===== src/rtl/cpu_trace_monitor.sv =====
`default_nettype none
// +--------------------------------------------------------------------------+
// | cpu_trace_monitor: circular retire-trace buffer, drained oldest-first    |
// | over valid/ready. Optional macro TRACE_TRIGGER_EN adds PC trigger + POST.|
// | Revision: 1.0                                                            |
// +--------------------------------------------------------------------------+
module cpu_trace_monitor #(
  parameter int ADDR_W    = 16,
  parameter int DATA_W    = 16,
  parameter int REG_W     = 3,
  parameter int DEPTH     = 16,
  parameter int TS_W      = 16,
  parameter int POST_TRIG = 8
) (
  input  logic                       clk,
  input  logic                       reset,
  input  logic                       retire,
  input  logic [ADDR_W-1:0]          pc,
  input  logic [DATA_W-1:0]          instr,
  input  logic                       wr_en,
  input  logic [REG_W-1:0]           wr_reg,
  input  logic [DATA_W-1:0]          wr_data,
  input  logic                       arm,
  input  logic                       stop,
`ifdef TRACE_TRIGGER_EN
  input  logic [ADDR_W-1:0]          trig_pc,
`endif
  output logic                       out_valid,
  input  logic                       out_ready,
  output logic [ADDR_W-1:0]          out_pc,
  output logic [DATA_W-1:0]          out_instr,
  output logic                       out_wr_en,
  output logic [REG_W-1:0]           out_wr_reg,
  output logic [DATA_W-1:0]          out_wr_data,
  output logic [TS_W-1:0]            out_ts,
  output logic                       busy,
  output logic [$clog2(DEPTH):0]     count,
  output logic                       overflow
);

  localparam int PW = $clog2(DEPTH);
  localparam int CW = PW + 1;
  localparam int EW = ADDR_W + DATA_W + 1 + REG_W + DATA_W + TS_W;
  localparam logic [CW-1:0] FULL = CW'(DEPTH);

  typedef enum logic [1:0] {
    S_IDLE    = 2'd0,
    S_CAPTURE = 2'd1,
    S_POST    = 2'd2,
    S_DRAIN   = 2'd3
  } state_t;

  state_t          state;
  logic [PW-1:0]   wr_ptr;
  logic [CW-1:0]   count_r;
  logic [TS_W-1:0] ts;
  logic            ovf;
  logic [EW-1:0]   mem [DEPTH];

  logic            capturing;
  logic            do_wr;
  logic            pop;
  logic [PW-1:0]   rd_ptr;

`ifdef TRACE_TRIGGER_EN
  logic [CW-1:0]   post_cnt;
`endif

  assign capturing = (state == S_CAPTURE) || (state == S_POST);
  assign do_wr     = retire && capturing;
  // A full buffer gives count[PW-1:0]==0, so the oldest entry sits at wr_ptr.
  assign rd_ptr    = wr_ptr - count_r[PW-1:0];
  assign out_valid = (state == S_DRAIN) && (count_r != '0);
  assign pop       = out_valid && out_ready;
  assign busy      = (state != S_IDLE);
  assign count     = count_r;
  assign overflow  = ovf;

  assign {out_pc, out_instr, out_wr_en, out_wr_reg, out_wr_data, out_ts} = mem[rd_ptr];

  always_ff @(posedge clk) begin
    if (do_wr) begin
      mem[wr_ptr] <= {pc, instr, wr_en, wr_reg, wr_data, ts};
    end
  end

  always_ff @(posedge clk) begin
    if (reset) begin
      state    <= S_IDLE;
      wr_ptr   <= '0;
      count_r  <= '0;
      ts       <= '0;
      ovf      <= 1'b0;
`ifdef TRACE_TRIGGER_EN
      post_cnt <= '0;
`endif
    end else begin
      ts <= ts + 1'b1;

      if (do_wr) begin
        wr_ptr <= wr_ptr + 1'b1;
        if (count_r == FULL) begin
          ovf <= 1'b1;
        end else begin
          count_r <= count_r + 1'b1;
        end
      end

      case (state)
        S_IDLE: begin
          if (arm) begin
            state   <= S_CAPTURE;
            wr_ptr  <= '0;
            count_r <= '0;
            ovf     <= 1'b0;
          end
        end
        S_CAPTURE: begin
          if (stop) begin
            state <= S_DRAIN;
          end
`ifdef TRACE_TRIGGER_EN
          else if (retire && (pc == trig_pc)) begin
            if (POST_TRIG == 1) begin
              state <= S_DRAIN;
            end else begin
              state    <= S_POST;
              post_cnt <= CW'(POST_TRIG - 1);
            end
          end
`endif
        end
`ifdef TRACE_TRIGGER_EN
        S_POST: begin
          // post_cnt = entries still owed after the trigger; the capture that
          // exhausts it is the last one kept.
          if (stop) begin
            state <= S_DRAIN;
          end else if (retire) begin
            post_cnt <= post_cnt - 1'b1;
            if (post_cnt <= CW'(1)) begin
              state <= S_DRAIN;
            end
          end
        end
`endif
        S_DRAIN: begin
          if (count_r == '0) begin
            state <= S_IDLE;
          end else if (pop) begin
            count_r <= count_r - 1'b1;
          end
        end
        default: state <= S_IDLE;
      endcase
    end
  end

endmodule
`default_nettype wire


===== config.mk =====
export PLATFORM = sky130hd
export DESIGN_NAME = cpu_trace_monitor
export DESIGN_NICKNAME = d
export VERILOG_FILES = /design/src/rtl/cpu_trace_monitor.sv
export SDC_FILE = /design/constraint.sdc
export NUM_CORES = 1
export LEC_CHECK = 0
export CORE_UTILIZATION = 55
export CTS_CLUSTER_SIZE = 8
export DETAILED_ROUTE_END_ITERATION = 7
export PLACE_DENSITY = 0.75
export SYNTH_ARGS = -nofsm -noshare
export SYNTH_HDL_FRONTEND = slang
export SYNTH_SLANG_ARGS = --single-unit

===== constraint.sdc =====
create_clock -name clk -period 3.8 [get_ports clk]
set_input_delay 0.76 -clock clk [delete_from_list [all_inputs] [get_ports clk]]
set_output_delay 0.76 -clock clk [all_outputs]
set_load 0.03 [all_outputs]

== After elaboration in Yosys (flattened, before gate mapping) ==
Memory sizes are Yosys's and may differ from the RTL's.
Index checks and enable logic that the tools add are counted.
Cells by class
  reduce and logical (&&, ||, !) cells: 9
  equality and inequality tests: 7
  mux-type cells: 19
  $add $sub $neg: 5
Operator list (count)
  $mux 5: 5
  $add 16x1->16 const B: 1
  $mux 4: 3
  $pmux 5 s2: 1
  $mux 1: 6
  $mux 2: 3
  $pmux 2 s3: 1
  $add 5x1->5 const B: 1
  $eq 5x5->1 const B: 1
  $logic_not 5->1: 1
  $reduce_bool 5->1: 1
  $sub 5x1->5 const B: 1
  $add 4x1->4 const B: 1
  $eq 2x2->1 const B: 2
  $ne 2x2->1 const B: 2
  $sub 4x4->4: 1
  $logic_and 1x1->1: 3
  $reduce_and 3->1: 1
  $eq 2x1->1 const B: 1
  $logic_not 2->1: 1
  $ne 2x1->1 const B: 1
  $reduce_bool 2->1: 1
  $logic_or 1x1->1: 1
Word-level totals
  memories: 1
  output and inout port bits: 76
  bits in registers: 28
  bits in writable memories: 1088
Memory list
  mem: words 16, bits a word 68, read ports 1, clocked after memory_dff 0, write ports 1, RTL line 58  | logic [EW-1:0] mem [DEPTH];

== Longest topological paths before layout ==
  depth in word-level cells: 7
  depth in mapped cells: 10
  gate-level depth less buffers: 8

== Worst setup path after synthesis ==
OpenSTA, ideal clock, no wires.
  path type: register to output
  start: reg count_r[0] (netlist: count[0])
  end: out out_ts[2]
  cell stages (with the launch flop): 10
  buffers on the path: 2
  slack: 158 ps
  data arrival time: 2882 ps
  data required time: 3040 ps
  cell sequence: dfxtp_1 ha_1 inv_1 fa_1 clkbuf_1 clkbuf_1 mux4_2 mux2_2 o21ai_0 o211ai_1
On the way
  longest elaborated chain between the ends: 2
Ends and longest elaborated chain
  from (decl): RTL line 55  | logic [CW-1:0] count_r;
  from (signal assigned): RTL line 105  | count_r <= count_r + 1'b1;
  from (signal assigned): RTL line 151  | count_r <= count_r - 1'b1;
  $sub 4x4->4: RTL line 72  | assign rd_ptr = wr_ptr - count_r[PW-1:0];
  $mem_v2 16x68
  to (decl): RTL line 35  | output logic [TS_W-1:0] out_ts,
No other way between the ends.

== Worst setup path in the final report ==
  start: reg count_r[0] (netlist: count[0])
  end: out out_wr_reg[0]
On the way
  longest elaborated chain between the ends: 2
Ends and longest elaborated chain
  $sub 4x4->4: RTL line 72
  $mem_v2 16x68
  to (decl): RTL line 33  | output logic [REG_W-1:0] out_wr_reg,
No other way between the ends.

==> flow_summary.yaml <==
status:
  outcome: "finished with violations"
  violations: "negative setup slack"
timing:
  rsz0062_at_grt: "true"
  holdWs_ns: 0.4864
  finalCritPeriodShare_pct: 116.9
  finClkSkew_ns: 0.02822
  finalHoldViolCount: 0
  worst_pin_slew_ns: 0.7143
  fin_tns_setup_ns: -34.90
  fmax_mhz: 225.1
  fin_ws_ns: -0.6429
  setup_violations: 68
  layout_min_cycle_time_ns: 4.443
  slew_headroom_pct: 52.31
  slew_violations: 0
run:
  drv_cap: 0
logic_synthesis:
  ys_seq_area_share_pct: 76.66
  synth-edff-count: 1088
  synth_ff_type: "edfxtp_1"
  yosys_register_bits: 1116
  synth_nets: 2096
  syn_inst: 2024
  synthMuxAreaShare_pct: 15.92
  syn_avg_cell_area_um2: 21.42
  yosysUniqueCellTypes: 53
  synth_warnings: 0
  syn-cell-area_mm2: 0.04335
  synth_compound_area_share_pct: 3.316
  synth-xor-area-share_pct: 0.3810
  synth_top_family_by_area: "multiplexers"
  synth_async_sr_flop_share_pct: 0
  yosys.area_share.simple_pct: 1.841
  synth-adder-area-share_pct: 0.4214
placed_design:
  gp_congestion: 0.7759
  hpwl_um: 52110
  dp_cells: 3177
  dp_slack_ns: -0.01935
  io_buffer_count: 133
  place_area_mm2: 0.04674
routing:
  drc_errors: 0
  ant_nets: 0
  drt_wl_total_um: 106700
  drt_iter0_markers: 2576
  post_drt_wl_per_cell_um: 30.95
  vias: 22670
  via_per_inst: 6.575
  drt_pre_antenna_iters: 7
final_layout:
  instances_no_fill: 3447
  final.fill_count: 4608
  final_common_cell: "edfxtp_1"
  multi_input_area_mm2: 0.009796
  drive_gt1_share_pct: 33.36
  area_delta_synth_final_pct: 20.30
  final_core_util_pct: 67.10
  design_area_mm2: 0.05215
  nets: 2419
  final_cell_mix: "1,088 x edfxtp_1, 272 x mux4_2, 167 x clkbuf_16"
  register_area_mm2: 0.03323
floorplan:
  dieArea_mm2: 0.07995
  ioPinCount: 134
  fp.coreArea_mm2: 0.07772
  start_util_pct: 55.78
  die_y_um: 282.8
  rows: 102
  die_x_um: 282.8
clock_network:
  cts_tree: "done"
  clkTransAtPathRegs_ns: 0.05
  ctsHoldBuffers: 0
  cts_sinks: 1116
  htreeDepth: 4
  cts-root-buf: "clkbuf_16"
  clockBufferDepth: 3
  cts_buffers: 157
  clk_latency_ns: 0.72
setup_path:
  critical_path_arrival_ns: 3.68
  crit_path_end_kind: "output pin"
  start_kind: "flop"
  worst_ep_required_time_ns: 3.04
  worstSetupPathType: "reg2out"
  path_max_fanout: 8
grt:
  grt_max_degree: 68
  grt_pass1_wl_um: 154700
  grt_usage_pct: 27.26
  antenna_found_initial: 7
  grt_pass1_vias: 23870
  gr-total-overflow: 0
pwr:
  p_leak_nw: 16.81
  ir_drop_uv: 701.7
  p_per_area_mw_per_mm2: 837.2
  power.total_mw: 43.66
hold_path:
  worstHoldPathType: "reg2reg"
[critical path, stage by stage, from the launching register on]
cell and delay (ns):
dfxtp_2 0.38, ha_4 0.15, inv_2 0.03, fa_4 0.87
buf_12 0.19, buf_12 0.13, buf_12 0.12, mux4_2 0.31
mux2_4 0.29, o21ai_2 0.06, o211ai_1 0.18, buf_4 0.24
[logic make-up (layout without fill, tap and decap cells)]
family | count (synthesis) | in the layout
other cells | 0 | 3
buf+inv | 132 | 512
simple gates | 166 | 166
fa+ha+maj | 14 | 14
compound gates | 237 | 237
mux | 341 | 341
flops | 1116 | 1116
xor+xnor | 18 | 18
[final timing paths]
check / start / endpoint / slack, ns / depth (start not counted)
worst max-delay path: count[0]$_SDFF_PP0_ / out_wr_reg[0] / -0.64 / 11
worst min-delay path: overflow$_SDFF_PP0_ / overflow$_SDFF_PP0_ / 0.49 / 2
worst max register to register: state[1]$_SDFFE_PP0P_ / mem[10][21]$_DFFE_PP_ / 0.83 / 6
worst min register to register: overflow$_SDFF_PP0_ / overflow$_SDFF_PP0_ / 0.49 / 2
[area by class of cell]
cell class              instances  area share, %
clock inverters                 7         0.1248
well taps                    1040          2.495
multi-input cells             776          18.78
inverters                      10        0.07198
flip-flops and latches       1116          63.73
clock buffers                 209          8.193
diodes                          3        0.01440
repair buffers                286          6.591
[synthesized netlist by cell type (3+ instances only)]
cell | instances | area [um^2]
a21oi_1 | 10 | 50.05
and2_1 | 14 | 87.58
and3_1 | 8 | 50.05
buf_1 | 13 | 48.80
buf_2 | 37 | 185.2
buf_4 | 13 | 97.59
buf_6 | 6 | 67.56
clkbuf_1 | 53 | 198.9
dfxtp_1 | 28 | 560.5
edfxtp_1 | 1088 | 32670
ha_1 | 13 | 162.7
inv_1 | 10 | 37.54
mux2_2 | 67 | 754.5
mux4_2 | 272 | 6126
nand2_1 | 77 | 289.0
nand3_1 | 9 | 45.04
nand4_1 | 7 | 43.79
nor2_1 | 23 | 86.33
nor2b_1 | 4 | 25.02
nor3_1 | 6 | 30.03
o211ai_1 | 68 | 510.5
o21a_1 | 3 | 22.52
o21ai_0 | 133 | 665.6
o21ai_1 | 9 | 45.04
o22ai_1 | 3 | 18.77
or3_1 | 3 | 18.77
xnor2_1 | 4 | 35.03
xor2_1 | 13 | 113.9
[report_power, final]
group	switching, mW	internal, mW
clock network	4.80	7.69
logic	9.32	8.04
registers	0.0763	13.7
[state kept, by name (all words and copies together), names as in the netlist]
register	count
mem	1088
overflow	1
wr_ptr	4
state	2
ts	16
count	5
[per-layer routing]
layer / vias up / GRT usage [%] / wire length, um
met4: 8 / 10.37 / 3046
met2: 1379 / 44.75 / 53540
met5: - / 0 / 49
li1: 9101 / - / -
met1: 11930 / 35.71 / 39820
met3: 243 / 6.414 / 10220
[timing repair]
item | 4_1_cts | 5_1_grt
gates cloned | 11 | 3
pin swaps | 38 | 18
resized for setup | 96 | 64
setup buffers | 23 | 21
setup endpoints to repair | 68 | 69
(Power assumes the default switching activity.)
